`config.mk`:
```
export PLATFORM = sky130hd
export DESIGN_NAME = bus_arbiter
export DESIGN_NICKNAME = d
export VERILOG_FILES = /design/src/rtl/bus_arbiter_pkg.sv /design/src/rtl/bus_arbiter_buffer.sv /design/src/rtl/bus_arbiter_rr_picker.sv /design/src/rtl/bus_arbiter.sv
export SDC_FILE = /design/constraint.sdc
export NUM_CORES = 1
export LEC_CHECK = 0
export BUFFER_PORTS_ARGS = -buffer_cell sky130_fd_sc_hd__buf_2
export CAP_MARGIN = 10
export CORE_MARGIN = 2
export CORE_UTILIZATION = 40
export DETAILED_ROUTE_END_ITERATION = 16
export RECOVER_POWER = 50
export SLEW_MARGIN = 10
export SYNTH_ARGS = -nofsm -noshare
export SYNTH_HDL_FRONTEND = slang
export SYNTH_SLANG_ARGS = --single-unit
```
`constraint.sdc`:
```
create_clock -name clk -period 3.3 [get_ports clk]
set_input_delay 0.66 -clock clk [delete_from_list [all_inputs] [get_ports clk]]
set_output_delay 0.66 -clock clk [all_outputs]
set_load 0.03 [all_outputs]
```
`src/rtl/bus_arbiter_pkg.sv`:
```
// Shared definitions for the round-robin bus arbiter: controller states
// and the default sizing parameters.
package bus_arbiter_pkg;

   typedef enum logic [1:0] {
      IDLE       = 2'd0,
      GRANT      = 2'd1,
      TURNAROUND = 2'd2
   } arb_state_e;

   localparam int DEFAULT_N        = 4;
   localparam int DEFAULT_MAX_HOLD = 8;

endpackage

```
`src/rtl/bus_arbiter_buffer.sv`:
```
// Single-bit buffer gate that drives the shared output line.
module Buffer (
   input  logic a,
   output logic y
);

   assign y = a;

endmodule

```
`src/rtl/bus_arbiter_rr_picker.sv`:
```
// Combinational round-robin search: finds the first set request bit
// starting just above the previous owner and wrapping from N-1 to 0.
module rr_picker #(
   parameter int N  = 4,
   parameter int IW = (N > 1) ? $clog2(N) : 1
) (
   input  logic [N-1:0]  req,
   input  logic [IW-1:0] last,
   output logic [N-1:0]  win,
   output logic          valid
);

   logic [IW-1:0] idx;

   // Walk candidates last+1 .. last+N (mod N) and keep the first hit only.
   always_comb begin
      win   = '0;
      valid = 1'b0;
      idx   = '0;
      for (int k = 1; k <= N; k++) begin
         idx = IW'((int'(last) + k) % N);
         if (!valid && req[idx]) begin
            win[idx] = 1'b1;
            valid    = 1'b1;
         end
      end
   end

endmodule

```
`src/rtl/bus_arbiter.sv`:
```
// Round-robin arbiter for a shared single-bit line. An owner keeps the line
// for up to MAX_HOLD cycles while others wait; every hand-over passes through
// a one-cycle dead TURNAROUND so the line never has two drivers.
module bus_arbiter
   import bus_arbiter_pkg::*;
#(
   parameter int N        = DEFAULT_N,
   parameter int MAX_HOLD = DEFAULT_MAX_HOLD
) (
   input  logic         clk,
   input  logic         rst_n,
   input  logic [N-1:0] req,
   input  logic [N-1:0] din,
   output logic [N-1:0] gnt,
   output logic         o,
   output logic         busy
);

   localparam int          IW = (N > 1) ? $clog2(N) : 1;
   localparam logic [7:0]  MH = 8'(MAX_HOLD);

   arb_state_e    state_q, state_d;
   logic [N-1:0]  gnt_q, gnt_d;
   logic [IW-1:0] last_q, last_d;
   logic [7:0]    hold_q, hold_d;
   logic          o_q, o_d;
   logic          busy_q, busy_d;

   logic [N-1:0]  win;
   logic          valid;
   logic [IW-1:0] win_idx;
   logic          others_req;

   rr_picker #(.N(N), .IW(IW)) u_picker (
      .req   (req),
      .last  (last_q),
      .win   (win),
      .valid (valid)
   );

   // Convert the picker's one-hot winner into an owner index.
   always_comb begin
      win_idx = '0;
      for (int i = 0; i < N; i++) begin
         if (win[i]) win_idx = IW'(i);
      end
   end

   assign others_req = |(req & ~gnt_q);

   // Next-state and next-output logic for the IDLE/GRANT/TURNAROUND controller.
   always_comb begin
      state_d = state_q;
      gnt_d   = gnt_q;
      last_d  = last_q;
      hold_d  = hold_q;
      o_d     = 1'b0;
      case (state_q)
         IDLE, TURNAROUND: begin
            if (valid) begin
               state_d = GRANT;
               gnt_d   = win;
               last_d  = win_idx;
               hold_d  = 8'd1;
            end else begin
               state_d = IDLE;
               gnt_d   = '0;
               hold_d  = '0;
            end
         end
         GRANT: begin
            if (!req[last_q] || ((hold_q == MH) && others_req)) begin
               state_d = TURNAROUND;
               gnt_d   = '0;
               hold_d  = '0;
            end else begin
               o_d = din[last_q];
               if (hold_q != MH) hold_d = hold_q + 8'd1;
            end
         end
         default: begin
            state_d = IDLE;
            gnt_d   = '0;
            hold_d  = '0;
         end
      endcase
      busy_d = (state_d != IDLE);
   end

   // State and output registers; reset leaves requester 0 with first priority.
   always_ff @(posedge clk or negedge rst_n) begin
      if (!rst_n) begin
         state_q <= IDLE;
         gnt_q   <= '0;
         last_q  <= IW'(N - 1);
         hold_q  <= '0;
         o_q     <= 1'b0;
         busy_q  <= 1'b0;
      end else begin
         state_q <= state_d;
         gnt_q   <= gnt_d;
         last_q  <= last_d;
         hold_q  <= hold_d;
         o_q     <= o_d;
         busy_q  <= busy_d;
      end
   end

   Buffer u_obuf (
      .a (o_q),
      .y (o)
   );

   assign gnt  = gnt_q;
   assign busy = busy_q;

endmodule

```
# ---- Yosys cells after proc, flatten, opt, wreduce, memory -nomap -nowiden
# Index checks and enable logic that the tools add are counted.
dict set report totals {
  reg_bits 18
  output_inout_bits 6
  wordCells 92
}
dict set report op_classes {
  n_reduce_logical 18
  eq_ne 6
  muxes 43
  add_sub_neg 5
  magnitude_cmp 9
  n_bitwise 5
}
# op count
set op_table {}
lappend op_table {{$mux W4} 6}
lappend op_table {{$mux W1} 19}
lappend op_table {{$mux W8} 2}
lappend op_table {{$pmux W8 S2} 1}
lappend op_table {{$lt A2 B3 Y1 const B} 5}
lappend op_table {{$bmux W1 S2} 6}
lappend op_table {{$or A4 B4 Y4} 3}
lappend op_table {{$add A8 B1 Y8 const B} 1}
lappend op_table {{$demux W1 S2} 4}
lappend op_table {{$eq A8 B4 Y1 const B} 1}
lappend op_table {{$ge A2 B1 Y1 const B} 4}
lappend op_table {{$logic_and A1 B1 Y1} 8}
lappend op_table {{$ne A8 B4 Y1 const B} 1}
lappend op_table {{$pmux W4 S2} 1}
lappend op_table {{$mux W2} 3}
lappend op_table {{$add A2 B1 Y2 const B} 2}
lappend op_table {{$add A2 B2 Y2 const B} 2}
lappend op_table {{$and A4 B4 Y4} 1}
lappend op_table {{$logic_not A1 Y1} 4}
lappend op_table {{$not A4 Y4} 1}
lappend op_table {{$pmux W2 S2} 1}
lappend op_table {{$reduce_or A4 Y1} 1}
lappend op_table {{$ne A3 B3 Y1 const B} 1}
lappend op_table {{$eq A2 B1 Y1 const B} 1}
lappend op_table {{7 further kinds} 7}

# ---- Longest topological paths before layout
# Gate-level depths: netlist of run 1.
dict set report depth {
  depth_word 16
  depth_mapped 10
  mapped_depth_nobuf 8
}

# ---- Cells and area by module
# Synthesis of run 1 repeated with hierarchy kept, for this count alone.
dict set report unflattened {
  hier_cells 126
  area_unflattened_um2 1330.0
}
# module cells_per_inst instances area_each_um2
set by_module_without_submodules {}
lappend by_module_without_submodules {bus_arbiter 77 1 907.1}
lappend by_module_without_submodules {rr_picker 48 1 415.4}
lappend by_module_without_submodules {Buffer 1 1 7.5}

# ---- Least setup slack after synthesis of run 1
# No wires, ideal clock.
dict set report synth_path {
  kind {flip-flop to flip-flop}
  from {register last_q[0]}
  to {register last_q[0]}
  arrival_ps 2500
  synth_period_minus_slack_ps 2577
  path_slack_ps 723
  path_stages_with_launch 11
  path_buffers 2
  cell_sequence {dfstp_2 > buf_6 > buf_2 > inv_1 > ha_1 > mux2i_1 > o22ai_1 > a2111oi_2 > o21ai_2 > nand2b_1 > a31oi_1}
}
dict set report synth_between {
  elab_chain_cells 16
  word_cells_on_any_way 53
}
# element line
set synth_rtl {}
lappend synth_rtl {{start: declaration} bus_arbiter.sv:24} ;# logic [IW-1:0] last_q, last_d;
lappend synth_rtl {{start signal: assignment} bus_arbiter.sv:95} ;# last_q <= IW'(N - 1);
lappend synth_rtl {{start signal: assignment} bus_arbiter.sv:102} ;# last_q <= last_d;
lappend synth_rtl {{branches (longest 16 deep; another with $lt A2 B3 Y1)} -}
# Parallel ways; which one is timed is not known. The select of a mux whose other input is x is not followed.
# A chain may end at the register's enable or synchronous reset.

# ---- Final worst setup path of run 1
# Same ends and word-level chain as after synthesis.

==> flow_metrics.env, run 1 <==
export IMPL_synth_enable_flop_cells=0
export IMPL_syn_to_final_growth_pct=10.18
export IMPL_root_buffer="clkbuf_4"
export IMPL_multi_input_area_um2=810.8
export IMPL_portBuffers=15
export IMPL_worst_setup_path_end_kind="register"
export IMPL_postRouteAntennaNets=0
export IMPL_syn_inst=135
export IMPL_vias=1048
export IMPL_setup_violations=0
export IMPL_rsz0062_at_grt="false"
export IMPL_die_w_um=61.61
export IMPL_peakVddDrop_mv=0.3116
export IMPL_place_area_um2=1431
export IMPL_grt_max_degree=20
export IMPL_grt_pass1_wl_um=4540
export IMPL_synth_seq_cells=18
export IMPL_ctsHtreeMaxLevel=1
export IMPL_intPower_uw=702.7
export IMPL_drv_cap=0
export IMPL_seq_area_um2=452.9
export IMPL_die_h_um=61.61
export IMPL_grt_overflow=0
export IMPL_min_period_ns=2.852
export IMPL_numCtsBuffers=3
export IMPL_num_rows=20
export IMPL_period_share_pct=86.44
export IMPL_critical_path_arrival_ns=3.06
export IMPL_synth_async_sr_flop_share_pct=100.0
export IMPL_drive_gt1_share_pct=21.33
export IMPL_hpwl_um=2037
export IMPL_rrSetupSlack_ns=0.45
export IMPL_antenna_cells=0
export IMPL_syn_num_nets=155
export IMPL_fill_cells=318
export IMPL_syn_cell_area_um2=1328
export IMPL_drc_errors=0
export IMPL_clk_pin_slew_ns=0.11
export IMPL_cts_sinks=18
export IMPL_tritoncts="done"
export IMPL_dr_first_iter_drc_count=84
export IMPL_fmax_mhz=350.6
export IMPL_wirelength_um=2736
export IMPL_antenna_found_initial=0
export IMPL_path_class="register to register"
export IMPL_ys_types=35
export IMPL_avgSynthCellArea_um2=9.834
export IMPL_final_max_slew_viol_count=0
export IMPL_crit_required_ns=3.51
export IMPL_design_die_area_um2=3796
export IMPL_worstSetupStartpointType="register"
export IMPL_pwr_share_comb_pct=60.2
export IMPL_clockBufferDepth=2
export IMPL_tns_ns=0
export IMPL_ys_warn_count=0
export IMPL_avgViaCountPerCell=5.402
export IMPL_p_clk_share_pct=10.1
export IMPL_clk_latency_ns=0.29
export IMPL_gr_usage_all_layers_pct=15.57
export IMPL_post_cts_buffers=0
export IMPL_cts_resized=0
export IMPL_swShare_pct=46.97
export IMPL_grt_pass1_vias=1008
export IMPL_instances_no_fill=194
export IMPL_synth_common_cells="dfrtp_1 (16), nand2_1 (13), ha_1 (10), nor2_1 (10), inv_1 (9)"
export IMPL_ys_seq_area_share_pct=34.12
export IMPL_dominantRegCellSynth="dfrtp_1"
export IMPL_synth_most_common_cell="dfrtp_1"
export IMPL_max_slew_margin_pct=35.32
export IMPL_power_uw=1325
export IMPL_path_max_fanout=19
export IMPL_dp_cells=190
export IMPL_ctsHoldBuffers=0
export IMPL_fin_nets=171
export IMPL_power_per_cell_area_nw_per_um2=906.0
export IMPL_synth_area_leaders="dfrtp_1 (30%), ha_1 (9.4%), mux4_2 (8.5%), dfstp_2 (4.0%), and3_1 (3.8%)"
export IMPL_outcome="complete, no violations"
export IMPL_start_util_pct=42.78
export IMPL_design_area_um2=1463
export IMPL_sequentialPowerShare_pct=29.7
export IMPL_first_pass_iters=4
export IMPL_power_leakage_uw=0.0006583
export IMPL_tightest_slew_ns=0.9702
export IMPL_whs_ns=0.4944
export IMPL_place_congestion=0.8777
export IMPL_p_sw_uw=622.4
export IMPL_pin_count=16
export IMPL_hold_viol=0
export IMPL_detail_route_wl_per_cell_um=14.10
export IMPL_yosysTopAreaCell="dfrtp_1"
export IMPL_yosysTopAreaCellShare_pct=30.16
export IMPL_clock_skew_ns=0.006803
export IMPL_core_area_um2=3103
export IMPL_hp_class="input port to async pin"
==> final timing paths <==
kind | start | to | depth (start not counted)
max reg2reg | last_q[0] | last_q[0] | 8
min | rst_n | hold_q[7] | 1
max | last_q[0] | last_q[0] | 8
max in group asynchronous | rst_n | gnt[3] | 1
min reg2reg | gnt[0] | gnt[0] | 2
min in group clk | gnt[0] | gnt[0] | 2
==> power by group through the flow <==
stage	clock network [uW]	logic, uW	registers, uW
floorplan	0	643	393
global placement	0	783	395
detailed placement	0	797	397
CTS	138	801	394
global route	149	876	411
finish	134	797	394
==> cell families after synthesis <==
family,Yosys count,synth area share (%)
AND/OR/NAND/NOR,51,21.21
AO/OA/AOI/OAI,26,13.57
flip-flops,18,34.12
buffers and inverters,14,4.806
multiplexers,11,13.57
adder cells (fa/ha/maj),10,9.425
XOR/XNOR,5,3.299
==> final cells by class <==
cell class,count,share of cell area [%]
inverter,10,2.566
sequential,18,30.97
tap,44,3.764
clock buffer,4,2.481
multi-input combinational,103,55.43
timing repair buffer,15,4.790
==> layout by cell type (no fill, tap or decap), drive strengths merged, types with 5 or more instances in the layout <==
cell type	Yosys	final
nor2	10	10
dfrtp	16	16
o21ai	9	9
buf	4	11
clkbuf	0	8
nand2	13	13
ha	10	10
inv	10	10
and3	8	8
nand2b	5	5
mux4	5	5
==> worst max-delay path: stages, from the launching register on <==
cell and delay, ns:
dfstp_2 0.79, inv_1 0.17, ha_1 0.42, mux2i_1 0.32, o22ai_1 0.17, a2111oi_2 0.41, o21ai_2 0.15, nand2b_1 0.16
a31oi_1 0.19
==> per-stage QoR <==
stage | utilization (%) | worst slack, ns
final | 47.14 | 0.4476
after global routing | 47.14 | 0.1941
after CTS | 47.30 | 0.4750
after detailed placement | 46.13 | 0.4998
after global placement | 46.13 | 0.5907
after floorplan | - | 0.7228
==> per-layer routing <==
layer	routed length (um)	GRT usage (%)	vias up	share of wire, %
met5	0	0	-	0
met4	9	2.736	0	0.33
met3	95	1.261	2	3.5
met2	1267	26.02	28	46
met1	1363	22.21	506	50
li1	-	-	512	-
==> registers in the layout (all words and copies together), names as in the netlist <==
signal / flops
busy: 1
gnt: 4
hold_q: 8
last_q: 2
o_q: 1
state_q: 2
Note: power is estimated with default switching activity, not from simulation.
==> run 2, diff against run 1 <==
RECOVER_POWER = 100   (was 50)
==> run 2 against run 1 <==
Effect of this change:
- largest cell class unchanged
- non-clock buffer count did not move
- first-iteration DRC count fell by 1.2%
- core utilization is 0.24 points lower
- critical path type unchanged
==> flow_metrics.env, run 2 (synthesis results as in run 1) <==
export IMPL_first_pass_iters=4
export IMPL_tns_ns=0
export IMPL_drive_gt1_share_pct=18.00
export IMPL_cts_resized=0
export IMPL_numCtsBuffers=3
export IMPL_swShare_pct=47.04
export IMPL_path_class="register to register"
export IMPL_design_die_area_um2=3796
export IMPL_start_util_pct=42.78
export IMPL_sequentialPowerShare_pct=30.1
export IMPL_postRouteAntennaNets=0
export IMPL_place_area_um2=1431
export IMPL_antenna_cells=0
export IMPL_critical_path_arrival_ns=3.12
export IMPL_fin_nets=171
export IMPL_tritoncts="done"
export IMPL_syn_to_final_growth_pct=9.614
export IMPL_tightest_slew_ns=0.9712
export IMPL_power_per_cell_area_nw_per_um2=898.7
export IMPL_wirelength_um=2741
export IMPL_fmax_mhz=343.0
export IMPL_setup_ws_ns=0.3849
export IMPL_worst_setup_path_end_kind="register"
export IMPL_final_common_cell="dfrtp_1"
export IMPL_min_period_ns=2.915
export IMPL_root_buffer="clkbuf_4"
export IMPL_setup_violations=0
export IMPL_most_common_layout_cells="dfrtp_1 (16), nand2_1 (13), nor2_1 (10), ha_1 (10), inv_1 (9)"
export IMPL_path_cells="inv_1 -> ha_1 -> mux2i_1 -> o22ai_1 -> a2111oi_0 -> o21ai_2 -> o21ai_0 -> o21ai_0"
export IMPL_clock_skew_ns=0.006020
export IMPL_seq_area_um2=452.9
export IMPL_gr_usage_all_layers_pct=15.57
export IMPL_antenna_found_initial=0
export IMPL_dp_slack_ns=0.4998
export IMPL_drv_cap=0
export IMPL_pin_count=16
export IMPL_clockBufferDepth=2
export IMPL_rr_endpoint="last_q[1]"
export IMPL_crit_path_max_incr_delay_ns=0.79
export IMPL_detail_route_wl_per_cell_um=14.13
export IMPL_peakVddDrop_mv=0.3017
export IMPL_ctsHoldBuffers=0
export IMPL_grt_pass1_vias=1008
export IMPL_intPower_uw=692.6
export IMPL_hpwl_um=2037
export IMPL_rrSetupSlack_ns=0.38
export IMPL_grt_pass1_wl_um=4540
export IMPL_die_w_um=61.61
export IMPL_hp_class="input port to async pin"
export IMPL_p_clk_share_pct=10.2
export IMPL_crit_slowest_cell="dfstp_2"
export IMPL_grt_overflow=0
export IMPL_outcome="complete, no violations"
export IMPL_multi_input_area_um2=808.3
export IMPL_hold_viol=0
export IMPL_crit_required_ns=3.50
export IMPL_ctsHtreeMaxLevel=1
export IMPL_dr_first_iter_drc_count=83
export IMPL_largest_register="hold_q"
export IMPL_drc_errors=0
export IMPL_path_max_fanout=19
export IMPL_vias=1045
export IMPL_p_sw_uw=615.1
export IMPL_num_rows=20
export IMPL_r2r_cells=8
export IMPL_avgViaCountPerCell=5.387
export IMPL_max_slew_margin_pct=35.25
export IMPL_cp_common_cell="o21ai_0"
export IMPL_die_h_um=61.61
export IMPL_clk_latency_ns=0.29
export IMPL_worstSetupStartpointType="register"
export IMPL_utilization_pct=46.90
export IMPL_rr_startpoint="last_q[0]"
export IMPL_largest_reg_flops=8
export IMPL_grt_max_degree=20
export IMPL_portBuffers=15
export IMPL_design_area_um2=1455
export IMPL_final_max_slew_viol_count=0
export IMPL_place_congestion=0.8777
export IMPL_rsz0062_at_grt="false"
export IMPL_cts_sinks=18
export IMPL_post_cts_buffers=0
export IMPL_clk_pin_slew_ns=0.11
export IMPL_core_area_um2=3103
export IMPL_pwr_share_comb_pct=59.7
export IMPL_period_share_pct=88.34
export IMPL_fill_cells=323
export IMPL_power_leakage_uw=0.0006411
-- run 2: cell count changes in the layout (fill, tap and decap cells not counted), sizes merged --
cell | previous run | this run
inv | 10 | 9
clkbuf | 8 | 12
buf | 11 | 7
clkinv | 0 | 1
-- run 2: layer usage --
layer | vias up | wire, um | track usage, %
met4 | 0 | 0 | 2.736
li1 | 514 | - | -
met3 | 0 | 95 | 1.261
met5 | - | 0 | 0
met2 | 21 | 1273 | 26.02
met1 | 510 | 1372 | 22.21
-- run 2: worst max-delay path by stage --
stage / from / to / slack [ns] / cells past startpoint
CTS: last_q[0] / last_q[0] / 0.47 / 8
floorplan: last_q[0] / last_q[0] / 0.72 / 10
global placement: last_q[0] / last_q[0] / 0.59 / 8
detailed placement: last_q[0] / last_q[0] / 0.50 / 8
global route: last_q[0] / last_q[1] / 0.12 / 8
finish: last_q[0] / last_q[1] / 0.38 / 8
-- run 2: through the flow --
| step | power [uW] | std cells | hold WS, ns |
|---|---|---|---|
| floorplan | 1035 | 135 | 0.3644 |
| global placement | 1178 | 190 | 0.5218 |
| detailed placement | 1195 | 190 | 0.5457 |
| CTS | 1333 | 194 | 0.2888 |
| global route | 1420 | 194 | 0.5861 |
| finish | 1308 | 194 | 0.4964 |
-- run 2: final cells by class --
type	instances	area share, %
clock buffer	4	2.494
multi-input combinational	103	55.55
tap	44	3.783
timing repair buffer	15	4.471
sequential	18	31.13
inverter	10	2.580
-- run 2: power by group through the flow --
stage | clock [uW] | sequential [uW] | combinational [uW]
6_report | 133 | 394 | 780
5_1_grt | 149 | 411 | 859
4_1_cts | 138 | 394 | 801
3_5_place_dp | 0 | 397 | 797
3_3_place_gp | 0 | 395 | 783
2_1_floorplan | 0 | 393 | 643
-- run 2: worst max-delay path: cells and delay by family (launching register included) --
kind,cells,cell delay [ns]
adders and majority gates,1,0.42
buffers and inverters,1,0.17
DFF,1,0.79
muxes,1,0.32
AOI/OAI and AO/OA,5,1.12
==> run 3, diff against run 2 <==
CELL_PAD_IN_SITES_DETAIL_PLACEMENT = 1   (was default)
CELL_PAD_IN_SITES_GLOBAL_PLACEMENT = 2   (was default)
CORE_UTILIZATION = 36   (was 40)
HOLD_SLACK_MARGIN = 0.06   (was default)
PLACE_DENSITY_LB_ADDON = 0.1   (was default)
==> run 3 against run 2 <==
Effect of this change:
- sequential power down 9.1%
- final area up 1.3%
- global-route usage up 1.0 points
- via count up 0.48%
- largest power group unchanged
- highest routed layer is now met4
==> flow_metrics.env, run 3 (synthesis results as in run 1) <==
export IMPL_seq_area_um2=452.9
export IMPL_grtUsageMet2_pct=28.22
export IMPL_clock_skew_ns=0.004397
export IMPL_design_area_um2=1474
export IMPL_period_share_pct=86.60
export IMPL_fin_nets=172
export IMPL_die_w_um=64.73
export IMPL_antenna_cells=0
export IMPL_tightest_slew_ns=0.9615
export IMPL_grtUsageMet3_pct=1.563
export IMPL_p_sw_uw=624.8
export IMPL_drive_gt1_share_pct=18.54
export IMPL_multi_input_area_um2=795.8
export IMPL_outcome="complete, no violations"
export IMPL_worst_setup_path_end_kind="register"
export IMPL_peakVddDrop_mv=0.3938
export IMPL_design_die_area_um2=4189
export IMPL_worstSetupStartpointType="register"
export IMPL_grt_max_degree=19
export IMPL_final_max_slew_viol_count=0
export IMPL_largest_register="hold_q"
export IMPL_cts_sinks=18
export IMPL_path_class="register to register"
export IMPL_min_period_ns=2.858
export IMPL_core_area_um2=3606
export IMPL_dp_slack_ns=0.5940
export IMPL_tns_ns=0
export IMPL_pin_count=16
export IMPL_power_uw=1352
export IMPL_place_area_um2=1444
export IMPL_portBuffers=15
export IMPL_post_cts_buffers=0
export IMPL_place_congestion=0.8262
export IMPL_postRouteAntennaNets=0
export IMPL_hold_viol=0
export IMPL_power_per_cell_area_nw_per_um2=917.2
export IMPL_fmax_mhz=349.9
export IMPL_pwr_share_comb_pct=60.0
export IMPL_gr_usage_all_layers_pct=16.61
export IMPL_dr_first_iter_drc_count=30
export IMPL_crit_required_ns=3.46
export IMPL_first_pass_iters=4
export IMPL_num_rows=22
export IMPL_avgViaCountPerCell=5.276
export IMPL_rr_startpoint="last_q[1]"
export IMPL_root_buffer="clkbuf_8"
export IMPL_cp_startpoint="last_q[1]"
export IMPL_largest_reg_flops=8
export IMPL_max_slew_margin_pct=35.90
export IMPL_critical_path_arrival_ns=3.01
export IMPL_grt_pass1_wl_um=5437
export IMPL_antenna_found_initial=0
export IMPL_intPower_uw=727.0
export IMPL_final_common_cell="dfrtp_1"
export IMPL_drv_cap=0
export IMPL_die_h_um=64.73
export IMPL_tritoncts="done"
export IMPL_syn_to_final_growth_pct=11.03
export IMPL_most_common_layout_cells="dfrtp_1 (16), nand2_1 (13), nor2_1 (10), ha_1 (10), inv_1 (9)"
export IMPL_wirelength_um=3141
export IMPL_setup_violations=0
export IMPL_top_usage_layer="met2"
export IMPL_grt_pass1_vias=1138
export IMPL_drc_errors=0
export IMPL_swShare_pct=46.22
export IMPL_hp_class="input port to async pin"
export IMPL_clockBufferDepth=2
export IMPL_power_leakage_uw=0.0006487
export IMPL_sequentialPowerShare_pct=26.5
export IMPL_path_max_fanout=12
export IMPL_grt_overflow=0
export IMPL_hpwl_um=2430
export IMPL_rsz0062_at_grt="false"
export IMPL_cts_resized=0
export IMPL_numCtsBuffers=3
export IMPL_ctsHtreeMaxLevel=1
export IMPL_ctsHoldBuffers=0
export IMPL_met1_usage_pct=21.40
export IMPL_start_util_pct=36.81
export IMPL_setup_ws_ns=0.4423
export IMPL_clk_latency_ns=0.25
export IMPL_p_clk_share_pct=13.5
export IMPL_clk_pin_slew_ns=0.07
export IMPL_detail_route_wl_per_cell_um=15.78
export IMPL_vias=1050
export IMPL_fill_cells=437
[run 3: cell count changes in the layout (fill, tap and decap cells not counted), sizes merged]
cell    before  now
buf          7    8
clkinv       1    0
inv          9   10
[run 3: layout make-up]
| class | instances | area share (%) |
|---|---|---|
| clock buffer | 4 | 3.735 |
| inverter | 10 | 2.547 |
| multi-input combinational | 103 | 53.99 |
| sequential | 18 | 30.73 |
| tap | 48 | 4.075 |
| timing repair buffer | 16 | 4.924 |
[run 3: path summary, 6_finish.rpt]
kind,to,depth (start not counted),slack [ns]
max in group asynchronous,hold_q[2],1,2.18
min in group clk,state_q[1],2,0.54
worst min-delay path,gnt[0],1,0.53
worst min register to register,state_q[1],2,0.54
worst max-delay path,last_q[0],8,0.44
worst max register to register,last_q[0],8,0.44
[run 3: metal layers]
metal,share of wire [%],vias to the layer above
met5,0,-
li1,-,514
met2,50,12
met1,47,520
met3,1.5,4
met4,1.5,0
[run 3: metrics by stage]
stage | instances | hold slack [ns] | utilization [%]
after floorplan | 135 | 0.3644 | -
after global placement | 195 | 0.5290 | 40.04
after detailed placement | 195 | 0.5270 | 40.04
after CTS | 199 | 0.3380 | 41.57
after global routing | 199 | 0.5741 | 40.87
final | 199 | 0.5288 | 40.87
[run 3: critical path: stages (launching register included)]
cell      delay (ns)
dfstp_2         0.68
inv_1           0.20
ha_1            0.42
mux4_2          0.44
nor4b_2         0.48
nand2_1         0.11
o21ai_0         0.18
nand2b_1        0.16
a31oi_1         0.08
[run 3: power by group through the flow]
stage	clock (uW)	sequential [uW]	combinational, uW
global route	193	370	905
global placement	0	360	849
floorplan	0	393	643
finish	182	358	811
CTS	186	359	868
detailed placement	0	363	865
